[config.mk]
export PLATFORM = sky130hd
export DESIGN_NAME = softmax_seq_ctrl
export DESIGN_NICKNAME = d
export VERILOG_FILES = /design/src/rtl/softmax_pkg.sv /design/src/rtl/sm_valid_delay.sv /design/src/rtl/softmax_seq_ctrl.sv
export SDC_FILE = /design/constraint.sdc
export NUM_CORES = 1
export LEC_CHECK = 0
export CAP_MARGIN = 10
export CORE_ASPECT_RATIO = 1.4
export CORE_UTILIZATION = 50
export CTS_CLUSTER_DIAMETER = 150
export DETAILED_ROUTE_END_ITERATION = 16
export PLACE_DENSITY = 0.74
export SLEW_MARGIN = 20
export SYNTH_ARGS = -nofsm -noshare
export SYNTH_HDL_FRONTEND = slang
export SYNTH_SLANG_ARGS = --single-unit
[constraint.sdc]
create_clock -name clk -period 2.2 [get_ports clk]
set_clock_uncertainty 0.15 [all_clocks]
set_input_delay 0.55 -clock clk [delete_from_list [all_inputs] [get_ports clk]]
set_output_delay 0.55 -clock clk [all_outputs]
set_load 0.02 [all_outputs]
[src/rtl/softmax_pkg.sv]
// Shared state encoding and default latencies for the softmax sequencer.
package softmax_pkg;

  typedef enum logic [2:0] {IDLE, LOAD, DRAIN, RECIP, NORM} state_t;

  localparam int DEF_TOTAL_WORDS     = 16;
  localparam int DEF_PARALLEL_FACTOR = 32;
  localparam int DEF_EXP_LAT         = 8;
  localparam int DEF_TREE_LAT        = 15;
  localparam int DEF_ACC_LAT         = 4;
  localparam int DEF_RECIP_LAT       = 10;
  localparam int DEF_MULT_LAT        = 5;

  function automatic int addr_width(input int n);
    return (n <= 1) ? 1 : $clog2(n);
  endfunction

endpackage

[src/rtl/sm_valid_delay.sv]
// Fixed-depth shift line carrying a valid bit and its beat address, cleared by rst.
module sm_valid_delay #(
  parameter int DEPTH  = 1,
  parameter int ADDR_W = 1
) (
  input  logic              clk,
  input  logic              rst,
  input  logic              vld_d,
  input  logic [ADDR_W-1:0] addr_d,
  output logic              vld_q,
  output logic [ADDR_W-1:0] addr_q
);

  logic [DEPTH-1:0]  vld_p;
  logic [ADDR_W-1:0] addr_p [DEPTH];

  // Addresses are cleared too so every framing output reads 0 after reset.
  always_ff @(posedge clk) begin
    if (rst) begin
      vld_p <= '0;
      for (int i = 0; i < DEPTH; i++) addr_p[i] <= '0;
    end else begin
      vld_p[0]  <= vld_d;
      addr_p[0] <= addr_d;
      for (int i = 1; i < DEPTH; i++) begin
        vld_p[i]  <= vld_p[i-1];
        addr_p[i] <= addr_p[i-1];
      end
    end
  end

  assign vld_q  = vld_p[DEPTH-1];
  assign addr_q = addr_p[DEPTH-1];

endmodule

[src/rtl/softmax_seq_ctrl.sv]
// Three-phase sequencer (load/accumulate, reciprocal, normalise) for the softmax datapath.
// Define SOFTMAX_PERF_CNT_EN to add the perf_cycles start-to-done counter output.
module softmax_seq_ctrl
  import softmax_pkg::*;
#(
  parameter int TOTAL_WORDS     = DEF_TOTAL_WORDS,
  parameter int PARALLEL_FACTOR = DEF_PARALLEL_FACTOR,
  parameter int EXP_LAT         = DEF_EXP_LAT,
  parameter int TREE_LAT        = DEF_TREE_LAT,
  parameter int ACC_LAT         = DEF_ACC_LAT,
  parameter int RECIP_LAT       = DEF_RECIP_LAT,
  parameter int MULT_LAT        = DEF_MULT_LAT,
  parameter int ADDR_W          = addr_width(TOTAL_WORDS)
) (
  input  logic              clk,
  input  logic              rst,
  input  logic              start,
  input  logic              in_valid,
  output logic              in_ready,
  output logic              acc_en,
  output logic              acc_n,
  output logic              ram_wr_en,
  output logic [ADDR_W-1:0] ram_wr_addr,
  output logic              ram_rd_en,
  output logic [ADDR_W-1:0] ram_rd_addr,
  output logic              reci_valid,
  output logic              out_valid,
  output logic              out_last,
  output logic              busy,
  output logic              done
`ifdef SOFTMAX_PERF_CNT_EN
  ,
  output logic [31:0]       perf_cycles
`endif
);

  if (TOTAL_WORDS < 1 || PARALLEL_FACTOR < 1) begin : g_bad_cfg
    $error("softmax_seq_ctrl: TOTAL_WORDS and PARALLEL_FACTOR must be >= 1");
  end

  localparam logic [ADDR_W-1:0] LAST_ADDR = ADDR_W'(TOTAL_WORDS - 1);
  // DRAIN spans from the cycle after the last accept up to the cycle the acc1 sum is stable.
  localparam logic [15:0] DRAIN_END = 16'(EXP_LAT + TREE_LAT + ACC_LAT - 2);
  localparam logic [15:0] RECIP_END = 16'(RECIP_LAT - 1);

  state_t            state;
  logic [ADDR_W-1:0] beats;
  logic [15:0]       phase_cnt;
  logic              accept;
  logic [ADDR_W-1:0] acc_addr;
  logic [ADDR_W-1:0] out_addr;

  assign in_ready = (state == LOAD);
  assign accept   = in_valid && in_ready;
  assign busy     = (state != IDLE);

  always_ff @(posedge clk) begin
    if (rst) begin
      state       <= IDLE;
      beats       <= '0;
      phase_cnt   <= '0;
      reci_valid  <= 1'b0;
      ram_rd_en   <= 1'b0;
      ram_rd_addr <= '0;
    end else begin
      case (state)
        IDLE: if (start) begin
          state       <= LOAD;
          beats       <= '0;
          ram_rd_addr <= '0;
        end
        LOAD: if (accept) begin
          if (beats == LAST_ADDR) begin
            state     <= DRAIN;
            phase_cnt <= '0;
          end else begin
            beats <= beats + 1'b1;
          end
        end
        DRAIN: if (phase_cnt == DRAIN_END) begin
          state     <= RECIP;
          phase_cnt <= '0;
        end else begin
          phase_cnt <= phase_cnt + 1'b1;
        end
        RECIP: if (phase_cnt == RECIP_END) begin
          state       <= NORM;
          reci_valid  <= 1'b1;
          ram_rd_en   <= 1'b1;
          ram_rd_addr <= '0;
        end else begin
          phase_cnt <= phase_cnt + 1'b1;
        end
        NORM: begin
          if (ram_rd_en) begin
            if (ram_rd_addr == LAST_ADDR) ram_rd_en <= 1'b0;
            else ram_rd_addr <= ram_rd_addr + 1'b1;
          end
          if (out_last) begin
            state      <= IDLE;
            reci_valid <= 1'b0;
          end
        end
        default: state <= IDLE;
      endcase
    end
  end

  // accept -> expo -> exponent-buffer write
  sm_valid_delay #(.DEPTH(EXP_LAT), .ADDR_W(ADDR_W)) u_wr_dly (
    .clk(clk), .rst(rst), .vld_d(accept), .addr_d(beats),
    .vld_q(ram_wr_en), .addr_q(ram_wr_addr)
  );

  // expo output -> adder tree -> acc1 enable
  sm_valid_delay #(.DEPTH(TREE_LAT), .ADDR_W(ADDR_W)) u_acc_dly (
    .clk(clk), .rst(rst), .vld_d(ram_wr_en), .addr_d(ram_wr_addr),
    .vld_q(acc_en), .addr_q(acc_addr)
  );

  // buffer read (1 cycle) -> multiplier1 -> output beat
  sm_valid_delay #(.DEPTH(1 + MULT_LAT), .ADDR_W(ADDR_W)) u_out_dly (
    .clk(clk), .rst(rst), .vld_d(ram_rd_en), .addr_d(ram_rd_addr),
    .vld_q(out_valid), .addr_q(out_addr)
  );

  assign acc_n    = acc_en && (acc_addr == '0);
  assign out_last = out_valid && (out_addr == LAST_ADDR);
  assign done     = out_last;

`ifdef SOFTMAX_PERF_CNT_EN
  logic [31:0] perf_cnt;

  // Counts 1 on the first busy cycle, so the value seen at done equals cycles since start.
  always_ff @(posedge clk) begin
    if (rst) begin
      perf_cnt    <= '0;
      perf_cycles <= '0;
    end else begin
      if (state == IDLE && start) perf_cnt <= 32'd1;
      else if (state != IDLE && perf_cnt != 32'hFFFF_FFFF) perf_cnt <= perf_cnt + 32'd1;
      if (done) perf_cycles <= perf_cnt;
    end
  end
`endif

endmodule

### Yosys cells after proc, flatten, opt, wreduce, memory -nomap -nowiden

Memories as Yosys holds them, arrays and structs flattened.
Index checks and enable logic that the tools add are counted.

| word-level totals | value |
|---|---|
| memory bits (writable) | 116 |
| flip-flop bits (word level) | 58 |
| ROM bits | 0 |
| bits in latches | 0 |
| input bits | 4 |
| memories | 3 |
| output and inout port bits | 18 |

Memories:

| name | words | width | rd ports | clocked after Yosys merged registers in | wr ports | line | text |
|---|---|---|---|---|---|---|---|
| u_acc_dly.addr_p | 15 | 4 | 15 | 0 | 15 | sm_valid_delay.sv:15 | `logic [ADDR_W-1:0] addr_p [DEPTH];` |
| u_wr_dly.addr_p | 8 | 4 | 8 | 0 | 8 | sm_valid_delay.sv:15 |  |
| u_out_dly.addr_p | 6 | 4 | 6 | 0 | 6 | sm_valid_delay.sv:15 |  |

| cells by class | value |
|---|---|
| equality and inequality tests | 19 |
| divide/modulo/power cells | 0 |
| $mul | 0 |
| multiplexer cells | 58 |
| order comparisons | 0 |
| shift operators | 0 |
| bitwise gates (word level) | 29 |
| add/subtract/negate cells | 3 |
| reduce and logical (&&, ||, !) cells | 16 |

Operator list:

| cell | number |
|---|---|
| 2-to-1 mux 4 bit | 35 |
| 2-to-1 mux 16 bit | 4 |
| case mux 16 bit (3 select lines) | 1 |
| bitwise OR 1 bit | 29 |
| 2-to-1 mux 3 bit | 6 |
| adder 16 x 1 -> 16 bit (second input constant) | 1 |
| equality test 16 x 4 -> 1 bit (second input constant) | 1 |
| equality test 16 x 5 -> 1 bit (second input constant) | 1 |
| inequality test 2 bit (second input constant) | 8 |
| case mux 3 bit (5 select lines) | 1 |
| equality test 4 bit (second input constant) | 3 |
| case mux 4 bit (3 select lines) | 1 |
| nonzero test 3 bit | 3 |
| adder 4 x 1 -> 4 bit (second input constant) | 2 |
| case mux 4 bit (2 select lines) | 1 |
| AND reduction 4 bit | 2 |
| 2-to-1 mux 1 bit | 7 |
| equality test 3 x 2 -> 1 bit (second input constant) | 2 |
| AND reduction 6 bit | 1 |
| AND reduction 5 bit | 1 |
| logical NOT 4 bit | 1 |
| inequality test 2 x 1 -> 1 bit (second input constant) | 2 |
| case mux 1 bit (2 select lines) | 2 |
| nonzero test 2 bit | 2 |
| 6 further kinds | 8 |

### Logic depth before layout (Yosys ltp)

Gate-level depths: netlist of run 1.

| logic depth | value |
|---|---|
| word-level depth | 4 |
| gate-level depth with buffers | 9 |
| mapped depth without buffers | 7 |

### Hierarchy

From an unflattened synthesis of run 1, not the netlist that was laid out.

| second synthesis, totals | value |
|---|---|
| cell total of the unflattened synthesis | 507 |
| area total of the unflattened synthesis | 5739.3 um^2 |

Modules (own cells, without submodules):

| module | cells an instance | area each (um^2) | instances | sequential area each (um^2) |
|---|---|---|---|---|
| sm_valid_delay at u_acc_dly | 158 | 2048.2 | 1 | 1501.4 |
| softmax_seq_ctrl | 194 | 1592.8 | 1 | 580.6 |
| sm_valid_delay at u_wr_dly | 88 | 1186.1 | 1 | 800.8 |
| sm_valid_delay at u_out_dly | 67 | 912.1 | 1 | 600.6 |

### Worst setup path after synthesis of run 1

No wires, ideal clock.

| timing | value |
|---|---|
| path kind | reg-to-output |
| from | reg u_out_dly.vld_p[5] |
| to | out out_last |
| stages on the path, launching flop included | 4 |
| path buffers | 1 |
| slack | 0.393 ns |
| data arrival time | 1.107 ns |
| required time | 1.500 ns |
| path through | dfxtp_1 -> nand2_1 -> nor2_1 -> buf_4 |

| on the way | value |
|---|---|
| word-level cells in the longest chain between the ends | 1 |

RTL lines:

| element | line | text |
|---|---|---|
| from (decl) | sm_valid_delay.sv:14 | `logic [DEPTH-1:0] vld_p;` |
| from (signal, indexed assignment) | sm_valid_delay.sv:26 | `vld_p[i] <= vld_p[i-1];` |
| logical AND 1 bit | softmax_seq_ctrl.sv:128 | `assign out_last = out_valid && (out_addr == LAST_ADDR);` |
| to (decl) | softmax_seq_ctrl.sv:28 | `output logic out_last,` |

No other way between the ends.

### Worst setup path in the final report of run 1

Same ends and word-level chain as after synthesis.

==> flow_summary_export.csv, run 1 <==
group,metric,value,unit
synth,async_flop_share,0,
critical_path,path_buf_inv,1,
place,place.gp.congestion,0.7746,
synth,post-synth-top-count-cell,"dfxtp_1",
grt,grt.total_usage,0.1563,
final_layout,multi_input_area,1951,um^2
power_and_ir_drop,p_per_area,1020,nW/um^2
synth,synthSimpleGateAreaFrac,0.2695,
synth,synth.cell_area,5594,um^2
grt,grt_pass1_wl,14.30,mm
worst_hold_path,hp-start,"u_acc_dly.vld_p[7]",
floorplan,rows,45,
synth,syn_inst,510,
critical_path,crit_slowest_cell,"dlygate4sd2_1",
synth,synth_xor_area_frac,0.01409,
critical_path,crit_arrival,1.43,ns
clocking,cts.sinks,174,
synth,synth_compound_area_frac,0.04652,
routing,drt-wirelength-per-cell,12.00,um
synth,synthFlopType,"dfxtp_1",
synth,synthMuxAreaShare,0.007157,
grt,grt_max_degree,49,
power_and_ir_drop,ir_worst_vdd,0.5653,mV
floorplan,fp.coreArea,10870,um^2
place,numPortBuffers,21,
worst_hold_path,hold_path_class,"flop to flop",
sta,maxSlewViolCount,0,
critical_path,cp_max_fo,3,
sta,worst_slew_pin_slew,0.3929,ns
final_layout,drive_gt1_frac,0.1119,
synth,synth_top_family_by_area,"simple AND/OR/NAND/NOR gates",
final_layout,finalInstanceArea,6545,um^2
place,place_area,5933,um^2
routing,firstDrtPassIters,4,
synth,synth_cell_type_count,51,
critical_path,timing.rr.start,"phase_cnt[0]",
critical_path,crit_path_max_incr_delay,0.37,ns
power_and_ir_drop,p_total,6.679,mW
power_and_ir_drop,p_leak,2.585,nW
sta,period_minus_slack,2.133,ns
synth,synth_top_area_frac,0.6227,
sta,grt_setup_unrepaired,"yes",
critical_path,critical_path.startpoint,"u_out_dly.vld_p[5]",
critical_path,path_cells,"nand2_1 -> nor2_1 -> dlygate4sd2_1",
clocking,h-tree-depth,4,
routing,vias,3322,
synth,synth_adder_area_share,0.008947,
floorplan,die_h,127.2,um
floorplan,start_util,0.5148,
critical_path,crit_family,"buffers and inverters",
place,dpl.hpwl,5.023,mm
synth,synth_top_cell_by_area,"dfxtp_1",
final_layout,nNetsFinal,540,
place,dp_cells,654,
final_layout,area_growth,17.00,%
synth,syn_area_per_cell,10.97,um^2
critical_path,crit_path_start_kind,"flop",
grt,grt-ovfl-total,0,
routing,drc,0,
clocking,clk_pin_slew,0.06,ns
critical_path,crit_path_end_kind,"output port",
worst_hold_path,whs_path_depth,1,
critical_path,path_depth,3,
synth,synth_seq_area_share,0.6227,
sta,hold_violations,0,
final_layout,num-fill-cells,856,
final_layout,layoutNonFillerInstCount,686,
floorplan,dieArea,11620,um^2
routing,ant_nets,0,
grt,antenna_found_initial,0,
final_layout,utilization,0.6023,
synth,synth_nets,518,
synth,ys_top_cells_by_count,"dfxtp_1, nor2b_1, nor2_1",
synth,yosys_register_bits,174,
critical_path,reg2reg_depth,6,
critical_path,crit_required,1.50,ns
sta,setup_viol,0,
synth,synth.area.top_cells,"dfxtp_1, nor2b_1, nor2_1",
grt,grt_pass1_vias,3265,
clocking,root_buffer,"clkbuf_16",
routing,post_drt_via_cell_ratio,4.843,
sta,slew-limit-headroom,0.7381,
routing,wl,8.229,mm
sta,period_share,0.9695,
floorplan,die_w,91.40,um
routing,first_iter_violations,138,
clocking,insertion_delay,0.41,ns
floorplan,io_pins,22,
clocking,numCtsBuffers,17,
run,drv_cap,0,
synth,synth_edf_count,0,
critical_path,path_class,"flop to output port",
sta,fmax,0.4688,GHz
synth,yosysWarnings,0,
clocking,clockBufferDepth,2,
outcome,status,"complete, no violations",
sta,fin_tns_setup,0,ns
clocking,cts_tree,"yes",
final_layout,antenna_cells,0,
clocking,cts_setup_buffers,0,
final_layout,register_area,3483,um^2
## what timing repair did
item / 4_1_cts / 5_1_grt
resized for setup: 10 / 6
setup endpoints to repair: 5 / 7
hold buffers: 0 / 0
## cells by family after synthesis
family / Yosys count
mux: 4
buf+inv: 33
fa+ha+maj: 4
compound gates: 38
simple gates: 248
flops: 174
xor+xnor: 9
## path summary, 6_finish.rpt
kind	slack, ns	endpoint
setup / recovery	0.07	out_last
hold / removal	0.29	u_acc_dly.vld_p[8]
setup reg to reg	0.26	state[0]
hold reg to reg	0.29	u_acc_dly.vld_p[8]
## power breakdown
| part | switching, mW | internal (mW) | total, mW |
|---|---|---|---|
| logic | 0.306 | 0.185 | 0.491 |
| registers | 0.0146 | 3.18 | 3.19 |
| clock network | 1.17 | 1.82 | 3.00 |
| total | 1.49 | 5.19 | 6.68 |
## sequential cells by signal, indices dropped and copies added (netlist names), 4 cells and up
register	count
u_wr_dly.addr_p	32
phase_cnt	16
u_out_dly.addr_p	24
u_wr_dly.vld_p	8
beats	4
ram_rd_addr	4
u_acc_dly.vld_p	15
u_acc_dly.addr_p	60
u_out_dly.vld_p	6
## worst register-to-register path, stage by stage (launching register included)
cell and delay [ns]:
dfxtp_1 0.40, ha_1 0.20, nor3b_1 0.23, nand4_2 0.26, a211oi_2 0.33, mux2i_1 0.21
nor2_1 0.05
## layout make-up
class	instances	area share
Clock buffer	20	0.06825
Timing Repair Buffer	33	0.04837
Multi-Input combinational cell	303	0.2980
Inverter	3	0.002103
Tap cell	141	0.02695
Clock inverter	12	0.02409
Sequential cell	174	0.5322
## per-stage QoR
stage | worst slack (ns) | hold slack [ns]
after global placement | -0.04954 | 0.2663
after global routing | -0.01675 | 0.2980
final | 0.06701 | 0.2855
after detailed placement | -0.06085 | 0.2712
after floorplan | 0.3934 | 0.2638
after CTS | 0.001048 | 0.2872
## routing by layer
metal / vias up / track usage / part of all wire
li1: 1698 / - / -
met1: 1570 / 0.1725 / 0.45
met2: 43 / 0.2676 / 0.50
met3: 11 / 0.06310 / 0.033
met4: 0 / 0.06162 / 0.016
met5: - / 0 / 0
## placed cells by master (no fill, tap or decap), drive strengths merged, types with 2 or more instances in the layout
| cell type | n |
|---|---|
| dfxtp | 174 |
| nor2b | 144 |
| nor2 | 26 |
| clkbuf | 21 |
| nand2 | 16 |
| nand3 | 15 |
| buf | 14 |
| clkdlybuf4s50 | 12 |
| a21oi | 12 |
| xor2 | 9 |
| o21ai | 9 |
| nand4 | 8 |
| a31oi | 7 |
| or3 | 6 |
| and3 | 6 |
| and2 | 6 |
| inv | 6 |
| mux2i | 4 |
| ha | 4 |
| nor3b | 4 |
| a211oi | 4 |
| nor3 | 4 |
| bufinv | 3 |
| clkinvlp | 3 |
| dlymetal6s2s | 3 |
| dlygate4sd2 | 3 |
| nor4 | 3 |
| clkinv | 3 |
| or3b | 2 |
Note: power is estimated with default switching activity, not from simulation.
==> inputs of run 2 (changes only) <==
--- a/config.mk
+++ b/config.mk
@@ -5,12 +5,11 @@
 export SDC_FILE = /design/constraint.sdc
 export NUM_CORES = 1
 export LEC_CHECK = 0
-export CAP_MARGIN = 10
 export CORE_ASPECT_RATIO = 1.4
-export CORE_UTILIZATION = 50
+export CORE_UTILIZATION = 45
 export CTS_CLUSTER_DIAMETER = 150
 export DETAILED_ROUTE_END_ITERATION = 16
-export PLACE_DENSITY = 0.74
+export PLACE_DENSITY = 0.68
 export SLEW_MARGIN = 20
 export SYNTH_ARGS = -nofsm -noshare
 export SYNTH_HDL_FRONTEND = slang
==> flow_summary_export.csv, run 2 (synthesized netlist as in run 1, its figures left out) <==
group,metric,value,unit
outcome,status,"complete, no violations",
sta,hold_violations,0,
clocking,clockBufferDepth,2,
clocking,cts_tree,"yes",
final_layout,top_regs,"u_acc_dly.addr_p (60), u_wr_dly.addr_p (32), u_out_dly.addr_p (24)",
place,place_area,5933,um^2
worst_hold_path,min_to,"u_acc_dly.addr_p[0][4]",
floorplan,fp.coreArea,12000,um^2
place,dpl.hpwl,4.870,mm
final_layout,num-fill-cells,1066,
critical_path,crit_path_start_kind,"flop",
critical_path,crit_required,1.50,ns
critical_path,path_class,"flop to output port",
clocking,cts.sinks,174,
clocking,h-tree-depth,4,
grt,antenna_found_initial,0,
power_and_ir_drop,swShare,0.2271,
sta,setup_viol,0,
grt,grt_max_degree,74,
grt,grt.total_usage,0.1405,
critical_path,crit_arrival,1.44,ns
sta,fmax,0.4677,GHz
clocking,cts_setup_buffers,0,
final_layout,layout_commonest_cell,"dfxtp_1",
power_and_ir_drop,ir_worst_vdd,0.5722,mV
power_and_ir_drop,clkPwrFrac,0.447,
floorplan,die_w,96.23,um
worst_hold_path,hp-start,"u_acc_dly.addr_p[0][0]",
critical_path,rrSetupSlack,0.22,ns
final_layout,largest_reg_flops,60,
place,place.gp.congestion,0.7340,
worst_hold_path,hold_path_class,"flop to flop",
critical_path,r2r_end,"state[0]",
routing,firstDrtPassIters,4,
grt,grt_pass1_vias,3259,
final_layout,nNetsFinal,539,
clocking,clk_pin_slew,0.06,ns
power_and_ir_drop,p_per_area,1020,nW/um^2
power_and_ir_drop,p_leak,2.574,nW
final_layout,antenna_cells,0,
sta,maxSlewViolCount,0,
final_layout,final_cell_mix,"dfxtp_1, nor2b_1, nor2_1, clkbuf_16, nand2_1",
clocking,insertion_delay,0.42,ns
routing,vias,3345,
floorplan,start_util,0.4663,
grt,grt_pass1_wl,13.95,mm
routing,drt-wirelength-per-cell,11.57,um
power_and_ir_drop,internal-power,5.147,mW
floorplan,die_h,133.9,um
run,drv_cap,0,
sta,grt_setup_unrepaired,"yes",
sta,period_minus_slack,2.138,ns
clocking,root_buffer,"clkbuf_16",
critical_path,timing.rr.start,"phase_cnt[0]",
routing,wl,7.972,mm
floorplan,io_pins,22,
sta,period_share,0.9720,
sta,slew-limit-headroom,0.7554,
final_layout,area_growth,16.73,%
final_layout,top_register,"u_acc_dly.addr_p",
power_and_ir_drop,power_switching,1.512,mW
routing,first_iter_violations,104,
critical_path,cp_max_fo,3,
routing,post_drt_via_cell_ratio,4.855,
worst_hold_path,whs_path_depth,1,
grt,grt-ovfl-total,0,
clocking,numCtsBuffers,17,
final_layout,finalInstanceArea,6530,um^2
floorplan,dieArea,12890,um^2
floorplan,rows,47,
routing,drc,0,
critical_path,reg2reg_depth,6,
critical_path,crit_path_end_kind,"output port",
power_and_ir_drop,combPwrFrac,0.074,
sta,holdWs,0.2810,ns
power_and_ir_drop,seqPwrFrac,0.479,
place,numPortBuffers,21,
routing,ant_nets,0,
final_layout,drive_gt1_frac,0.1107,
sta,worst_slew_pin_slew,0.3669,ns
## run 2: power by group through the flow
stage	Sequential, mW	Clock (mW)	Combinational [mW]
finish	3.19	2.97	0.495
global route	3.19	3.19	0.544
CTS	3.19	3.05	0.504
detailed placement	3.26	0	0.493
global placement	3.26	0	0.483
floorplan	3.26	0	0.379
## run 2: area by class of cell
cell class	instances	area, um^2	area share
inverters	3	13.76	0.002108
flip-flops and latches	174	3483	0.5334
well taps	147	183.9	0.02817
multi-input cells	303	1951	0.2987
clock inverters	12	165.2	0.02529
clock buffers	18	429.2	0.06572
repair buffers	32	304.0	0.04656
## run 2: worst max path at each step
stage	from	to
2_1_floorplan	u_out_dly.vld_p[5]	out_last
3_3_place_gp	start	ram_rd_addr[1]
3_5_place_dp	start	ram_rd_addr[0]
4_1_cts	state[2]	busy
5_1_grt	u_out_dly.addr_p[0][23]	done
6_report	u_out_dly.vld_p[5]	done
## run 2: worst max-delay path, stage by stage, from the launching register on
cell and delay (ns):
dfxtp_1 0.33, nand2_1 0.12, nor2_1 0.21, dlygate4sd2_1 0.37
## run 2: what timing repair did
item	in CTS	in global routing
hold endpoints to repair	0	0
endpoints found under the setup margin	6	8
pin swaps	0	0
gates resized for setup	11	8
hold buffers	0	0
## run 2: layer usage
layer  track usage  vias to the layer above  part of all wire
met5             0                        -                 0
met4       0.08292                        0             0.023
met3       0.04422                       18             0.032
met2        0.2270                       45              0.48
met1        0.1600                     1580              0.46
li1              -                     1702                 -
## run 2: through the flow
step / TNS (ns) / setup slack [ns] / cells / power, mW / utilization
after floorplan: 0 / 0.3934 / 510 / 3.639 / -
after global placement: -0.1115 / -0.05855 / 659 / 3.743 / 0.4946
after detailed placement: -0.3742 / -0.09518 / 659 / 3.753 / 0.4946
after CTS: -0.001024 / -0.001024 / 689 / 6.746 / 0.5448
after global routing: -0.06105 / -0.03150 / 689 / 6.924 / 0.5443
final: 0 / 0.06168 / 689 / 6.660 / 0.5443
==> inputs of run 3 (changes only) <==
--- a/config.mk
+++ b/config.mk
@@ -6,6 +6,7 @@
 export NUM_CORES = 1
 export LEC_CHECK = 0
 export CORE_ASPECT_RATIO = 1.4
+export CORE_MARGIN = 3
 export CORE_UTILIZATION = 45
 export CTS_CLUSTER_DIAMETER = 150
 export DETAILED_ROUTE_END_ITERATION = 16
==> flow_summary_export.csv, run 3 (synthesized netlist as in run 1, its figures left out) <==
group,metric,value,unit
outcome,status,"complete, no violations",
sta,period_share,0.9390,
worst_hold_path,whs_path_depth,1,
sta,fin_tns_setup,0,ns
clocking,h-tree-depth,4,
worst_hold_path,min_to,"u_acc_dly.addr_p[0][27]",
routing,post_drt_via_cell_ratio,4.798,
clocking,numCtsBuffers,17,
place,place.gp.congestion,0.7824,
clocking,clk_pin_slew,0.07,ns
sta,maxSlewViolCount,0,
final_layout,antenna_cells,0,
worst_hold_path,hold_path_class,"flop to flop",
place,dpl.hpwl,5.060,mm
floorplan,rows,47,
floorplan,fp.coreArea,12000,um^2
sta,hold_violations,0,
critical_path,timing.rr.start,"phase_cnt[0]",
routing,ant_nets,0,
routing,wl,8.184,mm
grt,grt_pass1_vias,3168,
clocking,root_buffer,"clkbuf_16",
grt,grt_pass1_wl,14.38,mm
critical_path,crit_required,1.50,ns
power_and_ir_drop,p_total,6.484,mW
clocking,cts.sinks,174,
sta,slew-limit-headroom,0.6519,
grt,grt-ovfl-total,0,
grt,antenna_found_initial,0,
clocking,holdBufCountCts,0,
final_layout,nNetsFinal,540,
clocking,clockBufferDepth,2,
power_and_ir_drop,ir_worst_vdd,0.5356,mV
routing,drt-wirelength-per-cell,11.83,um
sta,setup_viol,0,
floorplan,start_util,0.4663,
critical_path,crit_path_start_kind,"flop",
critical_path,crit_path_end_kind,"output port",
critical_path,rrSetupSlack,0.19,ns
final_layout,top_regs,"u_acc_dly.addr_p (60), u_wr_dly.addr_p (32), u_out_dly.addr_p (24)",
routing,firstDrtPassIters,4,
routing,drc,0,
floorplan,die_w,100.2,um
place,numPortBuffers,21,
critical_path,cp_max_fo,3,
final_layout,final_cell_mix,"dfxtp_1, nor2b_1, nor2_1, clkbuf_16, nand2_1",
run,drv_cap,0,
power_and_ir_drop,p_leak,2.556,nW
routing,first_iter_violations,111,
final_layout,layout_commonest_cell,"dfxtp_1",
power_and_ir_drop,p_per_area,1000,nW/um^2
floorplan,dieArea,13820,um^2
grt,grt_max_degree,54,
clocking,cts_tree,"yes",
critical_path,path_class,"flop to output port",
grt,grt.total_usage,0.1315,
floorplan,die_h,137.9,um
floorplan,io_pins,22,
sta,grt_setup_unrepaired,"no",
routing,vias,3320,
sta,period_minus_slack,2.066,ns
final_layout,area_growth,15.90,%
final_layout,largest_reg_flops,60,
critical_path,r2r_end,"state[0]",
final_layout,top_register,"u_acc_dly.addr_p",
critical_path,crit_arrival,1.37,ns
critical_path,reg2reg_depth,6,
worst_hold_path,hp-start,"u_acc_dly.addr_p[0][23]",
sta,fmax,0.4841,GHz
final_layout,drive_gt1_frac,0.1211,
sta,worst_slew_pin_slew,0.5221,ns
clocking,insertion_delay,0.42,ns
## run 3: cell count changes in the layout (fill, tap and decap cells not counted)
cell,change
inv_8,+4
buf_12,-1
bufinv_16,-3
clkbuf_2,+2
clkinvlp_4,+2
inv_6,+2
clkbuf_1,-1
clkbuf_8,+1
clkdlybuf4s50_1,-1
dlygate4sd2_1,-1
clkinv_4,-4
buf_4,+2
clkinv_2,+1
## run 3: critical path, cell delays in order, from the launching register on
cell and delay [ns]:
dfxtp_1 0.33, or3b_4 0.40, inv_4 0.07, buf_2 0.15
## run 3: per-stage QoR
| step | util | hold slack [ns] | area [um^2] | instances | setup WS (ns) |
|---|---|---|---|---|---|
| after global routing | 0.5405 | 0.2971 | 6484 | 692 | 0.04744 |
| after CTS | 0.5416 | 0.2903 | 6497 | 692 | 0.005719 |
| after global placement | 0.4942 | 0.2662 | 5928 | 660 | -0.07208 |
| after floorplan | - | 0.2638 | 5594 | 510 | 0.3934 |
| final | 0.5405 | 0.2853 | 6484 | 692 | 0.1343 |
| after detailed placement | 0.4942 | 0.2704 | 5928 | 660 | -0.09163 |
## run 3: timing repair
item                       in CTS  in global routing
setup endpoints to repair       7                  8
setup buffers                   0                  0
hold endpoints to repair        0                  0
gates resized for setup        12                 12
## run 3: power by group
group / leakage, nW / switching [mW] / total, mW / internal [mW]
Clock: 0.264 / 1.29 / 2.80 / 1.52
Sequential: 1.40 / 0.0156 / 3.19 / 3.17
Combinational: 0.891 / 0.309 / 0.492 / 0.182
## run 3: cell type report
cell class	instances	area, um^2
clock buffers	18	439.2
clock inverters	14	122.6
fillers	1056	5513
inverters	3	13.76
multi-input cells	303	1951
flip-flops and latches	174	3483
well taps	147	183.9
repair buffers	33	290.3
## run 3: worst max-delay path by stage
stage / startpoint / to / slack (ns) / cells after the start
finish: state[0] / in_ready / 0.13 / 3
global route: phase_cnt[0] / state[0] / 0.05 / 6
global placement: start / ram_rd_addr[1] / -0.07 / 6
floorplan: u_out_dly.vld_p[5] / out_last / 0.39 / 3
CTS: ram_rd_en / ram_rd_en / 0.006 / 1
detailed placement: start / ram_rd_addr[1] / -0.09 / 6
## run 3: layer usage
layer | vias to the layer above | wire length, um | share of wire | track usage
li1 | 1699 | - | - | -
met1 | 1560 | 3763 | 0.46 | 0.1540
met5 | - | 0 | 0 | 0
met2 | 46 | 3976 | 0.49 | 0.2153
met3 | 15 | 296 | 0.036 | 0.03875
met4 | 0 | 148 | 0.018 | 0.07191
